--- config.mk ---
export PLATFORM = sky130hd
export DESIGN_NAME = aquila_device_req_queue
export DESIGN_NICKNAME = d
export VERILOG_FILES = /design/src/rtl/aquila_device_req_queue.sv
export SDC_FILE = /design/constraint.sdc
export NUM_CORES = 1
export LEC_CHECK = 0
export CAP_MARGIN = 15
export CORE_MARGIN = 1
export CORE_UTILIZATION = 45
export CTS_BUF_LIST = sky130_fd_sc_hd__clkbuf_16
export DETAILED_ROUTE_END_ITERATION = 6
export PLACE_DENSITY = 0.73
export SLEW_MARGIN = 10
export SYNTH_ARGS = -nofsm -noshare
export SYNTH_HDL_FRONTEND = slang
export SYNTH_SLANG_ARGS = --single-unit
export TNS_END_PERCENT = 100
--- constraint.sdc ---
create_clock -name clk_i -period 4.95 [get_ports clk_i]
set_input_delay 0.495 -clock clk_i [delete_from_list [all_inputs] [get_ports clk_i]]
set_output_delay 0.495 -clock clk_i [all_outputs]
set_load 0.01 [all_outputs]
--- src/rtl/aquila_device_req_queue.sv ---
// Request FIFO plus single-outstanding issue FSM in front of the uncached AXI-Lite device port.
// Define AQUILA_DEV_TIMEOUT_EN to add the WAIT watchdog, error responses and the DRAIN state.
module aquila_device_req_queue #(
    parameter int ADDR_WIDTH     = 32,
    parameter int DATA_WIDTH     = 32,
    parameter int DEPTH          = 2,
    parameter int TIMEOUT_CYCLES = 1024
) (
    input  logic                    clk_i,
    input  logic                    rst_i,
    input  logic                    req_valid_i,
    output logic                    req_ready_o,
    input  logic [ADDR_WIDTH-1:0]   req_addr_i,
    input  logic                    req_rw_i,
    input  logic [DATA_WIDTH/8-1:0] req_be_i,
    input  logic [DATA_WIDTH-1:0]   req_wdata_i,
    output logic                    rsp_valid_o,
    output logic                    rsp_rw_o,
    output logic [DATA_WIDTH-1:0]   rsp_rdata_o,
    output logic                    rsp_error_o,
    output logic                    dev_strobe_o,
    output logic [ADDR_WIDTH-1:0]   dev_addr_o,
    output logic                    dev_rw_o,
    output logic [DATA_WIDTH/8-1:0] dev_byte_enable_o,
    output logic [DATA_WIDTH-1:0]   dev_core2dev_data_o,
    input  logic                    dev_data_ready_i,
    input  logic [DATA_WIDTH-1:0]   dev_dev2core_data_i,
    output logic                    busy_o
);

    localparam int BE_WIDTH = DATA_WIDTH / 8;
    localparam int IDX_W    = $clog2(DEPTH);
    localparam int PTR_W    = IDX_W + 1;

    if (DEPTH < 2 || (DEPTH & (DEPTH - 1)) != 0 || TIMEOUT_CYCLES < 2) begin : g_param_check
        $error("aquila_device_req_queue: DEPTH must be a power of 2 >= 2 and TIMEOUT_CYCLES >= 2");
    end

`ifdef AQUILA_DEV_TIMEOUT_EN
    localparam int CNT_W = $clog2(TIMEOUT_CYCLES) + 1;
    typedef enum logic [2:0] {S_IDLE, S_ISSUE, S_WAIT, S_RESP, S_DRAIN} state_e;
`else
    typedef enum logic [1:0] {S_IDLE, S_ISSUE, S_WAIT, S_RESP} state_e;
`endif

    state_e state_q, state_d;

    logic [PTR_W-1:0]      wptr_q, rptr_q;
    logic [ADDR_WIDTH-1:0] mem_addr  [DEPTH];
    logic                  mem_rw    [DEPTH];
    logic [BE_WIDTH-1:0]   mem_be    [DEPTH];
    logic [DATA_WIDTH-1:0] mem_wdata [DEPTH];

    logic [ADDR_WIDTH-1:0] addr_q, addr_d;
    logic                  rw_q, rw_d;
    logic [BE_WIDTH-1:0]   be_q, be_d;
    logic [DATA_WIDTH-1:0] wdata_q, wdata_d;
    logic [DATA_WIDTH-1:0] rdata_q, rdata_d;
`ifdef AQUILA_DEV_TIMEOUT_EN
    logic [CNT_W-1:0]      cnt_q, cnt_d;
    logic                  error_q, error_d;
`endif

    logic empty, full, push, pop;

    // Pointers carry one extra wrap bit so full and empty are distinguishable.
    assign empty = (wptr_q == rptr_q);
    assign full  = (wptr_q[IDX_W] != rptr_q[IDX_W]) &&
                   (wptr_q[IDX_W-1:0] == rptr_q[IDX_W-1:0]);
    assign push  = req_valid_i && !full;
    assign pop   = (state_q == S_IDLE) && !empty;

    always_ff @(posedge clk_i) begin
        if (push) begin
            mem_addr[wptr_q[IDX_W-1:0]]  <= req_addr_i;
            mem_rw[wptr_q[IDX_W-1:0]]    <= req_rw_i;
            mem_be[wptr_q[IDX_W-1:0]]    <= req_be_i;
            mem_wdata[wptr_q[IDX_W-1:0]] <= req_wdata_i;
        end
    end

    always_ff @(posedge clk_i or posedge rst_i) begin
        if (rst_i) begin
            wptr_q  <= '0;
            rptr_q  <= '0;
            state_q <= S_IDLE;
            addr_q  <= '0;
            rw_q    <= 1'b0;
            be_q    <= '0;
            wdata_q <= '0;
            rdata_q <= '0;
`ifdef AQUILA_DEV_TIMEOUT_EN
            cnt_q   <= '0;
            error_q <= 1'b0;
`endif
        end else begin
            if (push) wptr_q <= wptr_q + PTR_W'(1);
            if (pop)  rptr_q <= rptr_q + PTR_W'(1);
            state_q <= state_d;
            addr_q  <= addr_d;
            rw_q    <= rw_d;
            be_q    <= be_d;
            wdata_q <= wdata_d;
            rdata_q <= rdata_d;
`ifdef AQUILA_DEV_TIMEOUT_EN
            cnt_q   <= cnt_d;
            error_q <= error_d;
`endif
        end
    end

    always_comb begin
        state_d = state_q;
        addr_d  = addr_q;
        rw_d    = rw_q;
        be_d    = be_q;
        wdata_d = wdata_q;
        rdata_d = rdata_q;
`ifdef AQUILA_DEV_TIMEOUT_EN
        cnt_d   = cnt_q;
        error_d = error_q;
`endif
        case (state_q)
            S_IDLE: begin
                if (!empty) begin
                    addr_d  = mem_addr[rptr_q[IDX_W-1:0]];
                    rw_d    = mem_rw[rptr_q[IDX_W-1:0]];
                    be_d    = mem_be[rptr_q[IDX_W-1:0]];
                    wdata_d = mem_wdata[rptr_q[IDX_W-1:0]];
                    state_d = S_ISSUE;
                end
            end
            S_ISSUE: begin
`ifdef AQUILA_DEV_TIMEOUT_EN
                cnt_d   = '0;
`endif
                state_d = S_WAIT;
            end
            S_WAIT: begin
                // A data_ready coinciding with expiry still completes normally.
                if (dev_data_ready_i) begin
                    rdata_d = rw_q ? '0 : dev_dev2core_data_i;
`ifdef AQUILA_DEV_TIMEOUT_EN
                    error_d = 1'b0;
`endif
                    state_d = S_RESP;
                end
`ifdef AQUILA_DEV_TIMEOUT_EN
                else if (cnt_q == CNT_W'(TIMEOUT_CYCLES - 1)) begin
                    rdata_d = rw_q ? '0 : DATA_WIDTH'(32'hDEAD_BEEF);
                    error_d = 1'b1;
                    state_d = S_RESP;
                end else begin
                    cnt_d = cnt_q + CNT_W'(1);
                end
`endif
            end
            S_RESP: begin
`ifdef AQUILA_DEV_TIMEOUT_EN
                state_d = error_q ? S_DRAIN : S_IDLE;
`else
                state_d = S_IDLE;
`endif
            end
`ifdef AQUILA_DEV_TIMEOUT_EN
            // The late completion of a timed-out request is swallowed here.
            S_DRAIN: begin
                if (dev_data_ready_i) state_d = S_IDLE;
            end
`endif
            default: state_d = S_IDLE;
        endcase
    end

    assign req_ready_o         = !full;
    assign rsp_valid_o         = (state_q == S_RESP);
    assign rsp_rw_o            = rw_q;
    assign rsp_rdata_o         = rdata_q;
`ifdef AQUILA_DEV_TIMEOUT_EN
    assign rsp_error_o         = error_q;
`else
    assign rsp_error_o         = 1'b0;
`endif
    assign dev_strobe_o        = (state_q == S_ISSUE);
    assign dev_addr_o          = addr_q;
    assign dev_rw_o            = rw_q;
    assign dev_byte_enable_o   = be_q;
    assign dev_core2dev_data_o = wdata_q;
    assign busy_o              = (state_q != S_IDLE) || !empty;

endmodule
==> results_dict.tcl <==
set metrics [dict create \
    insertion_delay_ns 0.51 \
    cts_setup_buffers 0 \
    worstPathCellList "xnor2_1 > o21ai_0 > nor2_4 > buf_4" \
    drv_cap 0 \
    status "complete, no violations" \
    crit_slowest_cell "buf_4" \
    cts_hold_buf 0 \
    cts_made_buffers 25 \
    grt_max_degree 71 \
    setup_viol 0 \
    combPwrFrac_pct 40.7 \
    sw_frac_of_total_pct 29.5 \
    power_density_nw_per_um2 685 \
    numPortBuffers 210 \
    layout.cells.most_common "clkdlybuf4s50_1" \
    cp_slowest_stage_delay_ns 0.65 \
    wire_per_inst_um 18.1 \
    fin_crit_ns 2.93 \
    pwr-share-seq_pct 39.9 \
    start_util_pct 46.4 \
    path_clk_slew_ns 0.06 \
    max_freq_mhz 341 \
    cts-resized-gates 0 \
    drc 0 \
    required_ns 5.09 \
    drtIter0Drc 251 \
    die_w_um 147 \
    dieHeight_um 147 \
    syn-cell-area_um2 9510 \
    hp-class "reg2reg" \
    finalWeightedCongestion 0.833 \
    startpoint_type "register" \
    antenna_found_initial 3 \
    power_switching_mw 2.55 \
    syn_to_final_growth_pct 32.5 \
    critPathKind "reg2reg" \
    clock_skew_ns 0.0157 \
    path_max_fanout 48 \
    syn_nets 645 \
    track_usage_pct 17.8 \
    rows 52 \
    slew_headroom_pct 30.5 \
    drive_gt1_share_pct 23.3 \
    placedCellCount 996 \
    grt_overflow_total 0 \
    finalPower_mw 8.63 \
    min_period_over_period_pct 59.2 \
    fin_util_pct 61.5 \
    final_cell_mix "clkdlybuf4s50_1, edfxtp_1, dfrtp_1" \
    htreeDepth 1 \
    rsz0062_at_grt "no" \
    arrival_ns 3.07 \
    ioPinCount 212 \
    cts_buffer_depth 3 \
    vdd_ir_drop_max_mv 0.424 \
    stdcell_count 1042 \
    synth_warnings 0 \
    clock_sinks 245 \
    hpwlAfterDp_um 12400 \
    cts_tree "done" \
    ys_seq_area_share_pct 71.7 \
    finalHoldViolCount 0 \
    synthCells 536 \
    viasPerCell 4.93 \
    synth-seq-cells 245 \
    setup_tns_ns 0 \
    path_delay_family "buffers and inverters" \
    p_int_mw 6.08 \
    totalWireLength_um 18900 \
    final_nets 862 \
    core_area_um2 20500 \
    tightest_slew_ns 1.04 \
    nFillCells 1504 \
    cp_num_buf_inv 1 \
    grt_pass1_wl_um 29800 \
    cts_root_buf "clkbuf_16" \
    yosys.cell_types.count 26 \
    firstDrtPassIters 4 \
    ant_nets 0 \
    p_leak_nw 4.90 \
    grt_pass1_vias 5539 \
    drv_slew 0 \
    design.die.area_um2 21700 \
    cp-end-kind "register" \
    synth_area_per_cell_um2 17.7 \
    vias 5137 \
    power_frac_clock_pct 19.4 \
]
[metrics by stage]
step	worst slack, ns	hold WS, ns	area (um2)
after floorplan	0.516	0.486	9510
after detailed placement	2.06	0.473	11900
after CTS	2.05	0.486	12600
after global routing	1.82	0.518	12600
after global placement	2.14	0.468	11900
final	2.02	0.482	12600
[metal layers]
metal / wire length (um) / track usage (%) / up-vias
met5: 24 / 0 / -
met4: 480 / 5.72 / 4
met3: 1370 / 4.60 / 44
met2: 8770 / 29.4 / 200
met1: 8250 / 22.9 / 2518
li1: - / - / 2371
[kinds of logic after synthesis]
logic type | Yosys count | share of synthesized area, %
muxes | 139 | 19.2
and+or+nand+nor | 69 | 3.62
AOI/OAI and AO/OA | 40 | 2.37
other | 1 | 0.0394
xor gates and xnor gates | 6 | 0.553
buffers and inverters | 32 | 1.99
DFF | 245 | 71.7
adders and majority gates | 4 | 0.526
[final cells by class]
cell class	instances	area [um2]	area share [%]
Inverter	5	22.5	0.179
Clock inverter	20	105	0.834
Tap cell	270	338	2.68
Multi-Input combinational cell	259	2510	19.9
Timing Repair Buffer	217	2180	17.3
Sequential cell	245	6830	54.1
Clock buffer	25	626	4.96
Antenna cell	1	2.50	0.0199
[registers in the layout, indices dropped and copies added (netlist names)]
signal / count
mem_rw: 2
mem_addr: 64
state_q: 2
rsp_rdata_o: 32
mem_be: 8
wptr_q: 2
dev_core2dev_data_o: 32
dev_rw_o: 1
dev_addr_o: 32
rptr_q: 2
mem_wdata: 64
dev_byte_enable_o: 4
[synthesized netlist by cell type, drive strengths merged]
cell type  number  area (um2)
ha              4        50.1
edfxtp        138        4140
a32oi           1        8.76
inv             5        18.8
o21ai          33         165
buf            13         118
a31oi           1        6.26
nand2          33         124
or2b            1        7.51
nand2b         32         200
nand3           1        5.00
xnor2           4        35.0
nor2            2        7.51
a21boi          1        18.8
xor2            2        17.5
conb            1        3.75
mux2          139        1820
o22a            1        8.76
a21oi           2        10.0
dfrtp         107        2680
clkbuf         14        52.6
o211ai          1        7.51
[power groups by stage]
stage / sequential, mW / combinational (mW) / clock (mW)
finish: 3.44 / 3.51 / 1.68
global route: 3.53 / 3.76 / 1.81
CTS: 3.44 / 3.57 / 1.72
detailed placement: 3.47 / 3.55 / 0
global placement: 3.43 / 3.47 / 0
floorplan: 3.57 / 2.04 / 0
[worst register-to-register path, cell delays in order (launching register included)]
cell and delay, ns:
dfrtp_1 0.42, xnor2_1 0.52, o21ai_0 0.34, nor2_4 0.56, buf_4 0.66
[final timing paths]
check / end / depth (start not counted) / slack [ns] / from
worst max-delay path: mem_wdata[0][29] / 4 / 2.02 / wptr_q[1]
worst min-delay path: rsp_rdata_o[23] / 2 / 0.48 / rsp_rdata_o[23]
worst max register to register: mem_wdata[0][29] / 4 / 2.02 / wptr_q[1]
worst min register to register: rsp_rdata_o[23] / 2 / 0.48 / rsp_rdata_o[23]
max in group asynchronous: rsp_rdata_o[23] / 3 / 3.30 / rst_i
min in group asynchronous: rsp_rdata_o[27] / 2 / 0.50 / rst_i
(Power assumes the default switching activity.)
